<file path="src/rtl/uart_tx_ctrl_pkg.sv">
// Shared UART definitions: transmitter FSM state encoding and default frame geometry.
package uart_tx_ctrl_pkg;

    typedef logic [2:0] state_t;

    localparam state_t ST_IDLE   = 3'd0;
    localparam state_t ST_START  = 3'd1;
    localparam state_t ST_DATA   = 3'd2;
    localparam state_t ST_PARITY = 3'd3;
    localparam state_t ST_STOP   = 3'd4;

    localparam int unsigned DATA_WIDTH_DEF   = 32'd8;
    localparam int unsigned CLKS_PER_BIT_DEF = 32'd16;

endpackage

</file>
<file path="src/rtl/uart_tx_ctrl_baud_cnt.sv">
// Bit-period counter: counts 0..CLKS_PER_BIT-1, wraps at each bit boundary, held at 0 by clear.
module uart_baud_cnt
    import uart_tx_ctrl_pkg::*;
#(
    parameter int unsigned CLKS_PER_BIT = CLKS_PER_BIT_DEF
) (
    input  logic clk,
    input  logic rst,
    input  logic clear,
    output logic bit_end
);
    localparam int unsigned CW = (CLKS_PER_BIT > 32'd1) ? $clog2(CLKS_PER_BIT) : 32'd1;
    localparam logic [CW-1:0] CNT_LAST = CW'(CLKS_PER_BIT - 32'd1);
    localparam logic [CW-1:0] CNT_ONE  = CW'(32'd1);

    logic [CW-1:0] cnt_q;
    logic [CW-1:0] cnt_d;

    // next count: cleared while idle, wraps on the last cycle of a bit
    always_comb begin
        cnt_d = cnt_q;
        if (clear) begin
            cnt_d = '0;
        end else if (cnt_q == CNT_LAST) begin
            cnt_d = '0;
        end else begin
            cnt_d = cnt_q + CNT_ONE;
        end
    end

    // count register
    always_ff @(posedge clk or posedge rst) begin
        if (rst) begin
            cnt_q <= '0;
        end else begin
            cnt_q <= cnt_d;
        end
    end

    assign bit_end = (cnt_q == CNT_LAST);

endmodule

</file>
<file path="src/rtl/uart_tx_ctrl.sv">
// UART transmit controller: pops words from a first-word-fall-through FIFO and serialises
// them as start bit, data LSB first, optional even parity, then one or two stop bits.
module uart_tx_ctrl
    import uart_tx_ctrl_pkg::*;
#(
    parameter int unsigned DATA_WIDTH   = DATA_WIDTH_DEF,
    parameter int unsigned CLKS_PER_BIT = CLKS_PER_BIT_DEF,
    parameter int unsigned PARITY_EN    = 32'd0,
    parameter int unsigned STOP_BITS    = 32'd1
) (
    input  logic                  clk,
    input  logic                  rst,
    input  logic                  enable,
    input  logic                  fifo_empty,
    input  logic [DATA_WIDTH-1:0] fifo_data,
    output logic                  fifo_pop,
    output logic                  txd,
    output logic                  busy,
    output logic                  tx_done
);
    localparam int unsigned BW = (DATA_WIDTH > 32'd1) ? $clog2(DATA_WIDTH) : 32'd1;
    localparam logic [BW-1:0] LAST_BIT  = BW'(DATA_WIDTH - 32'd1);
    localparam logic [BW-1:0] BIT_ONE   = BW'(32'd1);
    localparam logic          LAST_STOP = (STOP_BITS > 32'd1) ? 1'b1 : 1'b0;

    function automatic logic even_parity(input logic [DATA_WIDTH-1:0] d);
        return ^d;
    endfunction

    state_t                state_q, state_d;
    logic [DATA_WIDTH-1:0] shreg_q, shreg_d;
    logic [BW-1:0]         bit_idx_q, bit_idx_d;
    logic                  stop_idx_q, stop_idx_d;
    logic                  par_q, par_d;
    logic                  txd_q, txd_d;
    logic                  busy_q, busy_d;
    logic                  bit_end_s, clear_s, pop_ok_s, launch_s, tx_done_s;

    assign clear_s  = (state_q == ST_IDLE);
    // reset gates the pop so a held-off FIFO word is never consumed during reset
    assign pop_ok_s = ~rst & enable & ~fifo_empty;

    uart_baud_cnt #(.CLKS_PER_BIT(CLKS_PER_BIT)) u_baud_cnt (
        .clk     (clk),
        .rst     (rst),
        .clear   (clear_s),
        .bit_end (bit_end_s)
    );

    // frame sequencing; txd_d is the line level for the cycle after the edge
    always_comb begin
        state_d    = state_q;
        shreg_d    = shreg_q;
        bit_idx_d  = bit_idx_q;
        stop_idx_d = stop_idx_q;
        par_d      = par_q;
        txd_d      = txd_q;
        busy_d     = busy_q;
        launch_s   = 1'b0;
        tx_done_s  = 1'b0;
        case (state_q)
            ST_IDLE: begin
                if (pop_ok_s) begin
                    launch_s = 1'b1;
                end else begin
                    txd_d  = 1'b1;
                    busy_d = 1'b0;
                end
            end
            ST_START: begin
                if (bit_end_s) begin
                    state_d   = ST_DATA;
                    bit_idx_d = '0;
                    txd_d     = shreg_q[0];
                end else begin
                    state_d = ST_START;
                end
            end
            ST_DATA: begin
                if (bit_end_s && (bit_idx_q == LAST_BIT)) begin
                    if (PARITY_EN != 32'd0) begin
                        state_d = ST_PARITY;
                        txd_d   = par_q;
                    end else begin
                        state_d    = ST_STOP;
                        stop_idx_d = 1'b0;
                        txd_d      = 1'b1;
                    end
                end else if (bit_end_s) begin
                    shreg_d   = shreg_q >> 1;
                    txd_d     = shreg_d[0];
                    bit_idx_d = bit_idx_q + BIT_ONE;
                end else begin
                    state_d = ST_DATA;
                end
            end
            ST_PARITY: begin
                if (bit_end_s) begin
                    state_d    = ST_STOP;
                    stop_idx_d = 1'b0;
                    txd_d      = 1'b1;
                end else begin
                    state_d = ST_PARITY;
                end
            end
            ST_STOP: begin
                if (bit_end_s && (stop_idx_q == LAST_STOP)) begin
                    tx_done_s = 1'b1;
                    if (pop_ok_s) begin
                        launch_s = 1'b1;
                    end else begin
                        state_d = ST_IDLE;
                        busy_d  = 1'b0;
                        txd_d   = 1'b1;
                    end
                end else if (bit_end_s) begin
                    stop_idx_d = 1'b1;
                end else begin
                    stop_idx_d = stop_idx_q;
                end
            end
            default: begin
                state_d = ST_IDLE;
                busy_d  = 1'b0;
                txd_d   = 1'b1;
            end
        endcase
        // a launch captures the FIFO head in the same cycle as the pop
        if (launch_s) begin
            state_d    = ST_START;
            shreg_d    = fifo_data;
            par_d      = even_parity(fifo_data);
            bit_idx_d  = '0;
            stop_idx_d = 1'b0;
            txd_d      = 1'b0;
            busy_d     = 1'b1;
        end else begin
            par_d = par_d;
        end
    end

    // state and datapath registers
    always_ff @(posedge clk or posedge rst) begin
        if (rst) begin
            state_q    <= ST_IDLE;
            shreg_q    <= '0;
            bit_idx_q  <= '0;
            stop_idx_q <= 1'b0;
            par_q      <= 1'b0;
            txd_q      <= 1'b1;
            busy_q     <= 1'b0;
        end else begin
            state_q    <= state_d;
            shreg_q    <= shreg_d;
            bit_idx_q  <= bit_idx_d;
            stop_idx_q <= stop_idx_d;
            par_q      <= par_d;
            txd_q      <= txd_d;
            busy_q     <= busy_d;
        end
    end

    assign fifo_pop = launch_s;
    assign txd      = txd_q;
    assign busy     = busy_q;
    assign tx_done  = tx_done_s;

endmodule

</file>
<file path="config.mk">
export PLATFORM = sky130hd
export DESIGN_NAME = uart_tx_ctrl
export DESIGN_NICKNAME = d
export VERILOG_FILES = /design/src/rtl/uart_tx_ctrl_pkg.sv /design/src/rtl/uart_tx_ctrl_baud_cnt.sv /design/src/rtl/uart_tx_ctrl.sv
export SDC_FILE = /design/constraint.sdc
export NUM_CORES = 1
export LEC_CHECK = 0
export CAP_MARGIN = 40
export CORE_MARGIN = 4
export CORE_UTILIZATION = 40
export DETAILED_ROUTE_END_ITERATION = 10
export GPL_TIMING_DRIVEN = 0
export SLEW_MARGIN = 20
export SYNTH_ARGS = -nofsm -noshare
export SYNTH_HDL_FRONTEND = slang
export SYNTH_SLANG_ARGS = --single-unit
</file>
<file path="constraint.sdc">
create_clock -name clk -period 1.8 [get_ports clk]
set_input_delay 0.27 -clock clk [delete_from_list [all_inputs] [get_ports clk]]
set_output_delay 0.27 -clock clk [all_outputs]
set_load 0.02 [all_outputs]
</file>
# Word-level counts from Yosys, hierarchy flattened
# Index checks and enable logic that the tools add are counted.
# word_totals
register_bits,21
inputBits,12
output_inout_bits,4
word_cells,89
# op_classes
addsub,2
eq_ne,20
muxes,41
n_bitwise,5
reduce_logical,14
# op_table
op,n
$mux 8,4
$mux 3,10
$ne 3x3->1 const B,9
$mux 1,18
$pmux 3 s5,1
$reduce_and 4->1,3
$mux 4,2
$ne 4x4->1 const B,2
$eq 3x2->1 const B,2
$eq 3x3->1 const B,2
$pmux 1 s3,2
$pmux 3 s2,1
$pmux 1 s5,1
$reduce_and 5->1,1
$add 4x1->4 const B,1
$eq 4x4->1 const B,1
$ne 2x2->1 const B,2
$reduce_bool 2->1,2
$reduce_bool 4->1,1
$add 3x1->3 const B,1
$eq 3x1->1 const B,1
$logic_not 3->1,1
$not 1->1,3
$reduce_and 3->1,1
8 further kinds,10

# Logic depth before layout (Yosys ltp)
# logic_depth
depth_word,8
ltp_mapped,7
ltp_nobuf,6

# Cells and area by module
# A second synthesis with hierarchy kept.
# unflattened
hier_cells,113
area_unflattened_um2,1141.1
# by_module_without_submodules
module,instances,cells_per_inst,area_each_um2,seq_area_each_um2
uart_tx_ctrl,1,97,958.4,426.7
uart_baud_cnt,1,16,182.7,100.1

# Worst setup path after synthesis
# Ideal clock, no wire load.
# synth_path
kind,flip-flop to flip-flop
startpoint,register u_baud_cnt.cnt_q[0]
endpoint,register bit_idx_q[0]
setup_time_ns,0.125
arrival_time_ns,1.659
required_ns,1.675
setup_slack_ns,0.015
stages_incl_launch_ff,6
path_buffers,0
period_less_slack_ns,1.785
path_cell_list,dfrtp_1 ha_1 nand4b_2 or3_1 a32o_1 mux2_4
# synth_via
elab_chain_len,6
elab_cells_between_ends,11
cone_classes,eq/ne (4); mux (3); reduce/logical (4)
# synth_lines
item,line,source
from (decl),uart_tx_ctrl_baud_cnt.sv:16,logic [CW-1:0] cnt_q;
from (signal assigned),uart_tx_ctrl_baud_cnt.sv:36,cnt_q <= cnt_d;
$eq 4x4->1 (*),uart_tx_ctrl_baud_cnt.sv:40,assign bit_end = (cnt_q == CNT_LAST);
$logic_and 1x1->1,uart_tx_ctrl.sv:107,if (bit_end_s && (stop_idx_q == LAST_STOP)) begin
$mux 1,uart_tx_ctrl.sv:107,
$pmux 1 s2,uart_tx_ctrl.sv:61,case (state_q)
$ne 3x3->1 (no line) / $reduce_bool 3->1 (equally long branches),n/a,
$reduce_and 4->1 (no line),n/a,
to (signal assigned),uart_tx_ctrl.sv:155,bit_idx_q <= bit_idx_d;
to (decl),uart_tx_ctrl.sv:32,"logic [BW-1:0] bit_idx_q, bit_idx_d;"
# Mark *: on every way between the ends. The rest lies on a longest branch, timed or not.
# A chain may end at the register's enable or synchronous reset.

# Final worst setup path
# layout_path
startpoint,register state_q[1]
endpoint,output fifo_pop
# layout_via
elab_chain_len,2
elab_cells_between_ends,3
cone_classes,eq/ne (1); mux (1); reduce/logical (1)
# layout_lines
item,line,source
from (decl),uart_tx_ctrl.sv:30,"state_t state_q, state_d;"
from (signal assigned),uart_tx_ctrl.sv:153,state_q <= state_d;
$eq 3x3->1 / $logic_not 3->1 (equally long branches),uart_tx_ctrl.sv:61,
$pmux 1 s2 (*),uart_tx_ctrl.sv:61,
to (decl),uart_tx_ctrl.sv:16,"output logic fifo_pop,"
# Marked as above.

==> results.cfg <==
[sta]
timing.final.crit_period_ns = 1.83
hold_viol = 0
worst_slack_ns = -0.0263
fin_worst_skew_ns = 0.00711
whs_ns = 0.0497
worst_pin_slew_ns = 0.330
min_period_over_period_pct = 101
relSlewSlack_pct = 78.0
setup_tns_ns = -0.0438
setup_viol = 2
clock.fmax_ghz = 0.548
rsz0062_at_grt = yes
slew_viol_final = 0

[synthesis]
synthSimpleGateAreaFrac_pct = 15.2
yosys.area.top_type = dfrtp_1
netlist_area_um2 = 1060
ys_ff_latch = 21
synth_compound_area_share_pct = 23.1
synth_ff_type = dfrtp_1
synth-adder-area-share_pct = 3.54
synth_xor_area_share_pct = 2.48
synth_top_family_by_area = compound AO/OA/AOI/OAI gates
syn_inst = 100
synthMuxAreaShare_pct = 2.36
synth_top_cell_area_share_pct = 47.2
syn_nets = 115
ys_types = 35
synth_common_cells = dfrtp_1 (20), nor2_1 (10), a21o_1 (8)
yosysMostFrequentCell = dfrtp_1
yosysSeqAreaShare_pct = 49.6
async_flop_share_pct = 100
synth.area.top_cells = dfrtp_1 (47%), a22o_1 (5.8%), a21o_1 (5.7%)
avgSynthCellArea_um2 = 10.6
synth_edf_count = 0
yosysWarnings = 0

[status]
violations = negative setup slack
outcome = finished, violations left

[clock_network]
tritoncts = built
h-tree-depth = 1
clock_path_buffers = 2
clk_pin_slew_ns = 0.12
cts.sinks = 21
hold_buffers = 0
clk_latency_ns = 0.30
cts_made_buffers = 3
root_buffer = clkbuf_4

[power]
pwr-share-comb_pct = 37.7
peakVddDrop_uv = 658
p_int_mw = 1.06
switching_share_pct = 34.1
powerDensity_nw_per_um2 = 1120
power_mw = 1.61
power_frac_clock_pct = 14.2
seqPwrFrac_pct = 48.1
p_leak_nw = 0.709
p_sw_mw = 0.548

[setup_path]
cp.arrival_ns = 1.56
end_kind = output port
crit_fanout = 3
cp-start-kind = register
critPathRequiredTime_ns = 1.53
critPathKind = reg2out

[cells_and_area]
syn_to_final_growth_pct = 35.1
final_cells = 160
layout-drive-gt1-share_pct = 27.7
fin_util_pct = 57.4
antenna_cells = 0
num-nets-final = 146
design_area_um2 = 1430

[place]
dpl.hpwl_um = 1460
port_buffers = 15
placed_area_um2 = 1250
finalWeightedCongestion = 0.759
dp_slack_ns = -0.851
place_inst = 145

[detailed_routing]
vias = 859
drt-initial-drc-count = 15
vias_per_cell = 5.37
route.detailed.drc = 0
dr.pass1.iters = 4
routedWlPerCell_um = 15.4
route.antenna.remaining_nets = 0
routed_wl_um = 2460

[global_routing]
grtUsageMet1_pct = 19.6
use_met2_pct = 25.0
grt-ovfl-total = 0
use_met3_pct = 3.05
grt_pass1_wl_um = 4060
grt_usage_pct = 15.1
grt_busiest_layer = met2
grt_pass1_vias = 889
grt_start_max_net_pins = 22
antenna_found_initial = 0

[floorplan]
die-area_um2 = 3540
ios = 16
start_util_pct = 42.4
fp.dieW_um = 59.5
dieHeight_um = 59.5
core_um2 = 2500
std_cell_rows = 18

[job]
maxCapViolations = 0

[hold_path]
hold_path.class = in2async
==> metal layers <==
metal	vias to the layer above	share of wire [%]
met5	-	0
li1	426	-
met4	0	0.49
met1	409	46
met3	2	4.8
met2	22	49
==> area by class of cell <==
type,count,area (um2)
flip-flops and latches,21,529
fillers,231,1070
repair buffers,27,240
multi-input cells,70,547
clock buffers,4,26.3
inverters,4,15.0
plain buffers,4,38.8
well taps,30,37.5
==> state kept, by name, summed over array words and instances (netlist names) <==
register          cells
bit_idx_q             3
stop_idx_q            1
u_baud_cnt.cnt_q      4
txd                   1
shreg_q               8
state_q               3
busy                  1
==> power by group through the flow <==
stage	Clock [mW]	Sequential [mW]	Combinational, mW
2_1_floorplan	0	0.761	0.332
3_3_place_gp	0	0.757	0.461
3_5_place_dp	0	0.766	0.474
4_1_cts	0.236	0.771	0.590
5_1_grt	0.257	0.800	0.675
6_report	0.228	0.773	0.606
==> worst paths after layout <==
path / endpoint / from / slack, ns / cells after the start
worst max register to register: bit_idx_q[0] / u_baud_cnt.cnt_q[1] / -0.02 / 5
worst max-delay path: fifo_pop / state_q[1] / -0.03 / 5
max in group asynchronous: state_q[0] / rst / 1.31 / 3
min in group clk: txd / txd / 0.49 / 2
worst min register to register: txd / txd / 0.49 / 2
worst min-delay path: bit_idx_q[2] / rst / 0.05 / 2
==> cells in the final DEF, fill, tap and decap left out, types with 2 or more instances in the layout <==
| cell | n |
|---|---|
| o21ai_0 | 5 |
| nand2_1 | 5 |
| a22o_2 | 2 |
| dfrtp_2 | 2 |
| clkbuf_4 | 3 |
| a21o_1 | 8 |
| buf_6 | 5 |
| buf_2 | 2 |
| nor2_1 | 9 |
| a22o_1 | 7 |
| nand3_1 | 2 |
| xor2_1 | 2 |
| o22ai_1 | 2 |
| buf_4 | 10 |
| inv_1 | 4 |
| nand2b_1 | 2 |
| or3_1 | 3 |
| dlygate4sd2_1 | 3 |
| dfrtp_1 | 18 |
| clkdlybuf4s50_1 | 10 |
| a21oi_1 | 2 |
==> cells by family after synthesis <==
logic type | after synthesis
flip-flops | 21
adder cells (fa/ha/maj) | 3
buffers and inverters | 9
multiplexers | 2
AO/OA/AOI/OAI | 32
AND/OR/NAND/NOR | 30
XOR/XNOR | 3
==> critical path: stages (launching register included) <==
cell	delay [ns]
dfrtp_2	0.43
or2_4	0.26
buf_6	0.13
a211oi_4	0.19
buf_6	0.14
buf_6	0.11
==> repair_timing <==
action	4_1_cts	5_1_grt
pin swaps	3	1
endpoints found under the setup margin	13	13
setup buffers	8	2
gates cloned	0	1
resized for setup	28	4
hold endpoints to repair	0	0
Power figures use the tool's default switching activity.
==> RTL change 1, RTL diff (same flow settings) <==
`CLKS_PER_BIT_DEF`: 32'd16 -> 32'd32.
--- a/src/rtl/uart_tx_ctrl_pkg.sv
+++ b/src/rtl/uart_tx_ctrl_pkg.sv
@@ -11,5 +11,5 @@
 
     localparam int unsigned DATA_WIDTH_DEF   = 32'd8;
-    localparam int unsigned CLKS_PER_BIT_DEF = 32'd16;
+    localparam int unsigned CLKS_PER_BIT_DEF = 32'd32;
 
 endpackage
Formal check against the unedited RTL: same outputs for any inputs over 10 cycles, from zero or initial values and one cycle with rst high; that may be too few to reach the edited logic, so the function may still have changed.
==> RTL change 1 against the unedited design <==
  * The flow still finishes with violations (negative setup slack)
  * Power fell by 5.7%
  * Sequential cell count rose by 1
  * Sequential power decreased by 2.8%
  * Cell area up 12%
  * Global-route usage fell by 0.86 points
  * Worst setup slack got worse by 330 ps
  * Count of clock-buffer cells in the layout stayed put
  * Wire length shrank 1.4%
  * Final cell count grew 13%
  * Area after synthesis rose by 8.8%
  * Critical path type unchanged
  * Largest cell class unchanged
  * Highest routed layer unchanged
==> RTL change 1: results (changes against the unedited design) <==
Parameter                              Value

Power and ir drop
  Internal Power    1.039 mW (-1.9%)
  Portion of total power attributed to sequential cells    49.6% (+1.5 points)
  Worst IR drop on VDD    0.7394 mV (+12%)
  Total leakage power    0.7397 nW (+4.4%)

Status
  Violated checks    negative setup slack
  Outcome    complete, but fails checks

Logic synthesis
  Syn Nets    132 (+15%)
  Post-synthesis sequential area ratio    47.78% (-1.9 points)
  Commonest cells in the netlist    21 x sky130_fd_sc_hd__dfrtp_1, 17 x sky130_fd_sc_hd__nand2_1, 11 x sky130_fd_sc_hd__mux2i_1, 11 x sky130_fd_sc_hd__o21ai_0, 9 x sky130_fd_sc_hd__nor2_1
  Post-Synth XOR/XNOR Area    1.517% (-0.96 points)
  Count of cell types in the netlist    34 (-2.9%)
  Share of the synthesized area in compound gates (AO/OA/AOI/OAI)    15.17% (-7.9 points)

Detailed routing
  Detailed-routed wire length on met3    81 um (-31%)
  Total met2 wirelength after detailed routing    1274 um (+6.4%)
  Drt initial violations    13 (-2)

Cells and area
  Buffering overhead    19.80% (+0.34 points)
  Top Registers    shreg_q (8), u_baud_cnt.cnt_q (5)
  Multi-input gate area in the final layout    640.6 um2 (+17%)
  Number of combinational gates with multiple inputs    86 (+23%)
  Layout Utilization    57.99% (+0.63 points)

Critical path
  Signal arrival time at the worst endpoint    1890 ps (+330 ps)
  Worst R2R Start    u_baud_cnt.cnt_q[0]
  Register-to-register path setup slack    -100 ps (-80 ps)
  Gate family responsible for the most delay along the worst path    compound AO/OA/AOI/OAI gates
  Length in cells of the worst reg-to-reg path    8 (+3)

STA
  Transition time of the tightest slew-check pin    432.6 ps (+102.6 ps)
  Final number of setup-violating endpoints    14 (+12)
  Total negative setup slack    -1157 ps (-1113 ps)
  Final setup margin    -360.2 ps (-333.9 ps)

Place
  Worst setup slack after placement    -896.3 ps (-45.24 ps)
  Global placement routability congestion    0.7385 (-2.7%)
  DP HPWL    1654 um (+13%)
  Placed cells    163 (+12%)

Global routing
  Global-route wire length before repair    3864 um (-4.8%)
  Grt met1 use    16.28% (-3.3 points)
==> RTL change 1: changes by cell type after synthesis, sizes merged, moves of 2 or more <==
cell,unedited run,this run
a211o,2,0
a21o,8,2
a22o,9,0
a22oi,0,2
mux2i,1,11
nand2,5,17
nor2b,1,5
o21a,0,2
o21ai,5,11
or3,3,0
==> RTL change 1: how the worst max path moves through the flow <==
stage	from	to	slack (ps)	depth (start not counted)
5_1_grt	u_baud_cnt.cnt_q[0]	fifo_pop	-450	7
2_1_floorplan	u_baud_cnt.cnt_q[0]	fifo_pop	-70	6
3_3_place_gp	u_baud_cnt.cnt_q[0]	fifo_pop	-910	7
4_1_cts	u_baud_cnt.cnt_q[1]	fifo_pop	-410	7
6_report	u_baud_cnt.cnt_q[0]	fifo_pop	-360	7
3_5_place_dp	u_baud_cnt.cnt_q[0]	fifo_pop	-900	7
==> RTL change 1: repair_timing <==
item / CTS / global route
buffers inserted: 8 / 4
pin swaps: 4 / 3
gates resized for setup: 22 / 13
cloned: 0 / 2
setup endpoints to repair: 14 / 14
==> RTL change 2, RTL diff (same flow settings) <==
Without the edit above. Make the reset (`rst`) synchronous in 2 clocked blocks.
--- a/src/rtl/uart_tx_ctrl_baud_cnt.sv
+++ b/src/rtl/uart_tx_ctrl_baud_cnt.sv
@@ -30,5 +30,5 @@
 
     // count register
-    always_ff @(posedge clk or posedge rst) begin
+    always_ff @(posedge clk) begin
         if (rst) begin
             cnt_q <= '0;
--- a/src/rtl/uart_tx_ctrl.sv
+++ b/src/rtl/uart_tx_ctrl.sv
@@ -141,5 +141,5 @@
 
     // state and datapath registers
-    always_ff @(posedge clk or posedge rst) begin
+    always_ff @(posedge clk) begin
         if (rst) begin
             state_q    <= ST_IDLE;
Function: differs if rst is asserted again (counterexample within 4 cycles, from zero or initial values and one cycle with rst high); with rst held inactive, the same outputs for 10 cycles.
==> RTL change 2 against the unedited design <==
  * The run still ends with negative setup slack left
  * Cell area is 6.5% lower
  * Area after synthesis is 2.8% lower
  * Sequential cell count stayed put
  * Worst setup slack worse by 15 ps
  * Non-clock buffer count is 2 lower
  * Utilization is 3.2 points lower
  * Wire length is 5.1% lower
  * Register-to-register slack better by 130 ps
  * Largest cell class unchanged
Power is not compared: it rests on default switching activity, and its combinational part moved more than twofold at a synthesized area within 25%.
==> RTL change 2: results (changes against the unedited design) <==
Parameter                              Value

Status
  Outcome    complete, but fails checks
  Violated checks    negative setup slack

STA
  Total negative setup slack    -40.99 ps (+2.789 ps)
  Transition time of the tightest slew-check pin    527.0 ps (+197.0 ps)
  Final setup margin    -40.99 ps (-14.71 ps)
  Final number of setup-violating endpoints    1 (-1)

Logic synthesis
  Adder-cell share of the synthesized area    3.641% (+0.10 points)
  Syn Nets    131 (+14%)
  Share of cell area taken by muxes after synthesis    1.942% (-0.42 points)
  Commonest cells in the netlist    21 x sky130_fd_sc_hd__dfxtp_1, 14 x sky130_fd_sc_hd__nor2_1, 10 x sky130_fd_sc_hd__a21oi_1
  Fraction of synthesis flops using an asynchronous set or reset pin    0% (-100 points)
  Syn avg cell area    8.888 um2 (-16%)

Cells and area
  Non-filler instance count after layout    171 (+6.9%)
  Fraction of final layout cells with drive strength greater than 1    20.57% (-7.1 points)
  Buffering overhead    18.10% (-1.4 points)
  Multi-input gate share of total cell area    44.87% (+6.7 points)
  Inverter count    2 (-2)
  Buffers outside the clock class    29 (-6.5%)

Worst hold path
  Hold Crit Class    register to register

Detailed routing
  Routed WL per cell    13.63 um (-11%)
  Sum of routed wire segments on met1    1133 um (+0.53%)

Place
  Worst setup slack after placement    -771.1 ps (+79.93 ps)

Critical path
  Longest individual stage delay on the worst path    530 ps (+100 ps)
  Gate family responsible for the most delay along the worst path    simple AND/OR/NAND/NOR gates

Global routing
  Combined global-route utilization of all metal layers    14.47% (-0.61 points)
  Global-route wire length before repair    3843 um (-5.3%)
-- RTL change 2: changes by cell type in the layout (fill, tap and decap cells not counted), sizes merged, moves of 7 or more --
| cell | delta |
|---|---|
| dfxtp | +21 |
| a21oi | +9 |
| nand3b | +7 |
| a21o | -7 |
| a22oi | +7 |
| a22o | -9 |
| dfrtp | -20 |
-- RTL change 2: cells by family after synthesis --
family          after synthesis
flops                        21
xor+xnor                      2
fa+ha+maj                     3
compound gates               31
simple gates                 47
mux                           2
buf+inv                      10
-- RTL change 2: routing by layer --
metal	track usage [%]	vias to the layer above
met1	20.19	444
li1	-	478
met5	0	-
met2	21.92	20
met4	2.913	0
met3	4.605	2
-- RTL change 2: worst paths after layout --
path         depth (start not counted)  slack, ps    endpoint          from
min                                  2        440  stop_idx_q    stop_idx_q
min reg2reg                          2        440  stop_idx_q    stop_idx_q
max reg2reg                          8        110  shreg_q[6]  bit_idx_q[0]
max                                  4        -40    fifo_pop    state_q[0]
